--- src/rtl/bist_host.sv ---
// BIST start/end handshake initiator with saturating run/fail counters.
// Optional watchdog on WAIT_END enabled by defining BIST_HOST_TIMEOUT_EN.
module bist_host #(
  parameter int START_HOLD     = 2,
  parameter int TIMEOUT_CYCLES = 4096,
  parameter int CNT_W          = 8
) (
  input  logic             clk,
  input  logic             reset,
  input  logic             req,
  input  logic             bist_end,
  input  logic             pass_nfail,
  output logic             bist_start,
  output logic             busy,
  output logic             done,
  output logic             result,
  output logic             timeout,
  output logic [CNT_W-1:0] run_count,
  output logic [CNT_W-1:0] fail_count
);

  localparam int HW = (START_HOLD > 1) ? $clog2(START_HOLD) : 1;

  typedef enum logic [1:0] {
    IDLE,
    ASSERT,
    WAIT_END,
    DONE
  } state_e;

  state_e           state_q, state_d;
  logic [HW-1:0]    hold_q, hold_d;
  logic             start_q, start_d;
  logic             busy_q, busy_d;
  logic             done_q, done_d;
  logic             result_q, result_d;
  logic             tmo_q, tmo_d;
  logic             bend_q, bend_d;
  logic [CNT_W-1:0] run_q, run_d;
  logic [CNT_W-1:0] fail_q, fail_d;
  logic             rise;
  logic             expire;

`ifdef BIST_HOST_TIMEOUT_EN
  localparam int WW = (TIMEOUT_CYCLES > 1) ? $clog2(TIMEOUT_CYCLES) : 1;

  logic [WW-1:0] wdog_q, wdog_d;

  always_comb begin
    wdog_d = '0;
    if (state_q == WAIT_END) begin
      wdog_d = wdog_q + 1'b1;
    end
  end

  assign expire = (state_q == WAIT_END) &&
                  (wdog_q == WW'(TIMEOUT_CYCLES - 1));

  always_ff @(posedge clk) begin
    if (reset) begin
      wdog_q <= '0;
    end else begin
      wdog_q <= wdog_d;
    end
  end
`else
  assign expire = 1'b0;
`endif

  function automatic logic [CNT_W-1:0] sat_inc(
    input logic [CNT_W-1:0] v
  );
    return (&v) ? v : v + 1'b1;
  endfunction

  assign rise = bist_end & ~bend_q;

  always_comb begin
    state_d  = state_q;
    hold_d   = hold_q;
    start_d  = start_q;
    done_d   = 1'b0;
    result_d = result_q;
    tmo_d    = tmo_q;
    run_d    = run_q;
    fail_d   = fail_q;
    bend_d   = bist_end;
    unique case (state_q)
      IDLE: begin
        hold_d = HW'(START_HOLD - 1);
        if (req) begin
          state_d = ASSERT;
          start_d = 1'b1;
          tmo_d   = 1'b0;
        end
      end
      ASSERT: begin
        if (hold_q == '0) begin
          state_d = WAIT_END;
          start_d = 1'b0;
        end else begin
          hold_d = hold_q - 1'b1;
        end
      end
      WAIT_END: begin
        start_d = 1'b0;
        // A completion edge outranks a coincident watchdog expiry.
        if (rise) begin
          state_d  = DONE;
          done_d   = 1'b1;
          result_d = pass_nfail;
          run_d    = sat_inc(run_q);
          if (!pass_nfail) begin
            fail_d = sat_inc(fail_q);
          end
        end else if (expire) begin
          state_d  = DONE;
          done_d   = 1'b1;
          result_d = 1'b0;
          tmo_d    = 1'b1;
          run_d    = sat_inc(run_q);
          fail_d   = sat_inc(fail_q);
        end
      end
      DONE: begin
        state_d = IDLE;
      end
      default: begin
        state_d = IDLE;
      end
    endcase
    busy_d = (state_d != IDLE);
  end

  always_ff @(posedge clk) begin
    if (reset) begin
      state_q  <= IDLE;
      hold_q   <= '0;
      start_q  <= 1'b0;
      busy_q   <= 1'b0;
      done_q   <= 1'b0;
      result_q <= 1'b0;
      tmo_q    <= 1'b0;
      bend_q   <= 1'b0;
      run_q    <= '0;
      fail_q   <= '0;
    end else begin
      state_q  <= state_d;
      hold_q   <= hold_d;
      start_q  <= start_d;
      busy_q   <= busy_d;
      done_q   <= done_d;
      result_q <= result_d;
      tmo_q    <= tmo_d;
      bend_q   <= bend_d;
      run_q    <= run_d;
      fail_q   <= fail_d;
    end
  end

  assign bist_start = start_q;
  assign busy       = busy_q;
  assign done       = done_q;
  assign result     = result_q;
  assign timeout    = tmo_q;
  assign run_count  = run_q;
  assign fail_count = fail_q;

endmodule

--- config.mk ---
export PLATFORM = sky130hd
export DESIGN_NAME = bist_host
export DESIGN_NICKNAME = d
export VERILOG_FILES = /design/src/rtl/bist_host.sv
export SDC_FILE = /design/constraint.sdc
export NUM_CORES = 1
export LEC_CHECK = 0
export BUFFER_PORTS_ARGS = -buffer_cell sky130_fd_sc_hd__buf_2
export CAP_MARGIN = 25
export CELL_PAD_IN_SITES_DETAIL_PLACEMENT = 0
export CELL_PAD_IN_SITES_GLOBAL_PLACEMENT = 1
export CORE_ASPECT_RATIO = 1.1
export CORE_MARGIN = 1.5
export CORE_UTILIZATION = 35
export DETAILED_ROUTE_END_ITERATION = 7
export PLACE_DENSITY = 0.81
export REMOVE_ABC_BUFFERS = 1
export SLEW_MARGIN = 30
export SYNTH_ARGS = -nofsm -noshare
export SYNTH_HDL_FRONTEND = slang
export SYNTH_SLANG_ARGS = --single-unit
--- constraint.sdc ---
create_clock -name clk -period 1.6 [get_ports clk]
set_input_delay 0 -clock clk [delete_from_list [all_inputs] [get_ports clk]]
set_output_delay 0 -clock clk [all_outputs]
set_load 0.02 [all_outputs]
==> metrics.txt <==
Synth top area share 42.0%; area leader, netlist dfxtp_1; 1st-iter DRT viols 37; Crit. End Element register; Final setup viols 0; via count of the first global-routing pass 914; Synth Instances 128; slowest stage delay, CP 360 ps; leak pwr 0.632 nW; Hold WC Path Type in2reg; register area share after synthesis 42.0%; #FFs+latches synth 24; area delta synth->final 27.9%; Post-route DRC 0; commonest non-fill, non-tap cells in the layout buf_2 (24), dfxtp_1 (21), nor2_1 (16), a21oi_1 (11); die area 3620 µm²; routed wire length 2.49 mm; worst skew pair latency 320 ps; Initial Utilization 37.2%; Cell Rows 21; worst hold stages 2; pin count of the biggest net entering global routing 18; Clock Sinks 24; Cell Area, Synth 1140 µm²; maxcap violations 0; first-pass GRT wire length 4.17 mm; Slowest-stage cell, CP dfxtp_2; routed length per instance 12.5 µm; DP HPWL 1.80 mm; clk buf depth 2; power per cell area 1040 nW/µm²; XOR/XNOR Fraction of Synth Area 3.06%; commonest non-fill, non-tap cell in the layout buf_2; ys flop type dfxtp_1; multiplexer area fraction after synthesis 2.63%; status completed; htree depth 1; overall power 1.52 mW; Post-Synth Simple-Gate Area 25.5%; CTS clk-pin slew, worst paths 130 ps; Clock Tree Root clkbuf_4; R2R Setup Slk 70 ps; Setup CP Type reg2reg; Placed Instance Area 1350 µm²; largest family of logic cells by synthesized area simple AND/OR/NAND/NOR gates; fin crit share 95.8%; ANT nets after route 0; cells on worst reg2reg path 6; Worst setup SP type register; synth top area cells dfxtp_1 (42%), ha_1 (5.5%), a21oi_1 (5.3%), nor2_1 (5.3%), nand2_1 (3.3%); Post-synth ARST share 0%; VDD IR max 0.826 mV; Max Freq 0.653 GHz; post-route setup slack 67.6 ps; Setup WS pre-CTS -35.6 ps; Tot GR Track Use 14.6%; total grt overflow 0; share of cells above drive strength 1 34.5%; Final Hold Vio Count 0; adder-cell area share of the yosys netlist 5.47%; RSZ-0062 raised after global routing true; CP cell instances inv_2 > ha_4 > and4bb_4 > nand4_4 > or3_4 > a21oi_2; Clock Skew 7.32 ps; worst endpoint required time 1870 ps; Util after Layout 47.6%; Synth cell types 39; Tmin final 1530 ps; Die Y 63.0 µm; DIE WIDTH 57.5 µm; Worst setup endpoint fail_count[7]; clock tree from TritonCTS yes; CTS Buf Count 3; Avg Inst Size Synth 8.93 µm²; I/O pin total 26; Slew Limit Fails 0; Vias per Instance 5.31; antenna cells 0; yosys warns 0; Initial DRT Pass Iterations 4; core area 3070 µm²; Worst Setup SP state_q[0]; Worst R2R End fail_count[7]; Crit Reg-Reg Startpoint state_q[0]; initial antenna violation count 0; Nets 176; EDFF count, synth 0; Crit Path Max Fanout 6; GP Congestion 0.850; Port Buf Inserts 24; design area 1460 µm²; crit path DAT 1800 ps; Synth Area in Compound Gates 17.5%; via count 1056
## registers in the layout, indices dropped and copies added, names as in the netlist
name / cells
state_q: 2
run_count: 8
bist_start: 1
result: 1
hold_q: 1
fail_count: 8
busy: 1
done: 1
bend_q: 1
## critical path: cells and delay by family, from the launching register on
family | cells | cell delay [ps]
AO/OA/AOI/OAI | 1 | 120
adder cells (fa/ha/maj) | 1 | 160
buffers and inverters | 1 | 70
flip-flops | 1 | 360
AND/OR/NAND/NOR | 3 | 760
## per-layer routing
metal | share of wire, % | GRT usage, % | wire, µm
met1 | 48 | 19.0 | 1180
met5 | 0 | 0 | 0
met4 | 0.56 | 3.49 | 14
met3 | 5.1 | 4.55 | 126
met2 | 47 | 23.3 | 1160
## Yosys cell counts (all sizes together) (2+ instances only)
cell type / number
nand3: 3
and3: 2
o21ai: 6
ha: 5
xor2: 4
inv: 4
nand2: 10
nor3: 6
a31oi: 2
o31ai: 4
nor2: 16
or2: 2
a21oi: 12
or3: 3
mux2i: 3
clkbuf: 2
nand4: 3
dfxtp: 24
nand3b: 2
## area by class of cell
class	count	area [µm²]
Multi-Input combinational cell	97	669
Inverter	4	15.0
Clock buffer	4	36.3
Tap cell	34	42.5
Timing Repair Buffer	36	215
Sequential cell	24	484
Fill cell	300	1610
## worst min path at each step
stage / to / slack [ps] / startpoint
6_report: run_count[1] / 60 / reset
2_1_floorplan: bist_start / 70 / reset
3_5_place_dp: result / 270 / pass_nfail
5_1_grt: run_count[0] / 40 / reset
3_3_place_gp: result / 270 / pass_nfail
4_1_cts: run_count[1] / 40 / reset
## stage by stage
step	hold slack (ps)	instances	setup TNS, ps
2_1_floorplan	69.1	125	0
3_3_place_gp	269	192	0
3_5_place_dp	267	192	-94.1
4_1_cts	43.1	198	0
5_1_grt	37.1	199	-29.9
6_report	55.2	199	0
## power by group
| part | switching, mW | internal [mW] | total (mW) |
|---|---|---|---|
| Clock | 0.184 | 0.139 | 0.323 |
| Sequential | 0.0455 | 0.666 | 0.711 |
| Combinational | 0.265 | 0.218 | 0.484 |
| Total | 0.495 | 1.02 | 1.52 |
## kinds of logic after synthesis
logic type / count (synthesis)
AO/OA/AOI/OAI: 31
XOR/XNOR: 4
adder cells (fa/ha/maj): 5
buffers and inverters: 7
flip-flops: 24
multiplexers: 3
other: 1
AND/OR/NAND/NOR: 53
## what timing repair did
item | 4_1_cts | 5_1_grt
endpoints found under the hold margin | 2 | 0
gates resized for setup | 5 | 8
buffers inserted | 0 | 1
pin swaps | 0 | 6
hold buffers | 2 | 0
setup endpoints to repair | 8 | 10
(Power assumes the default switching activity.)
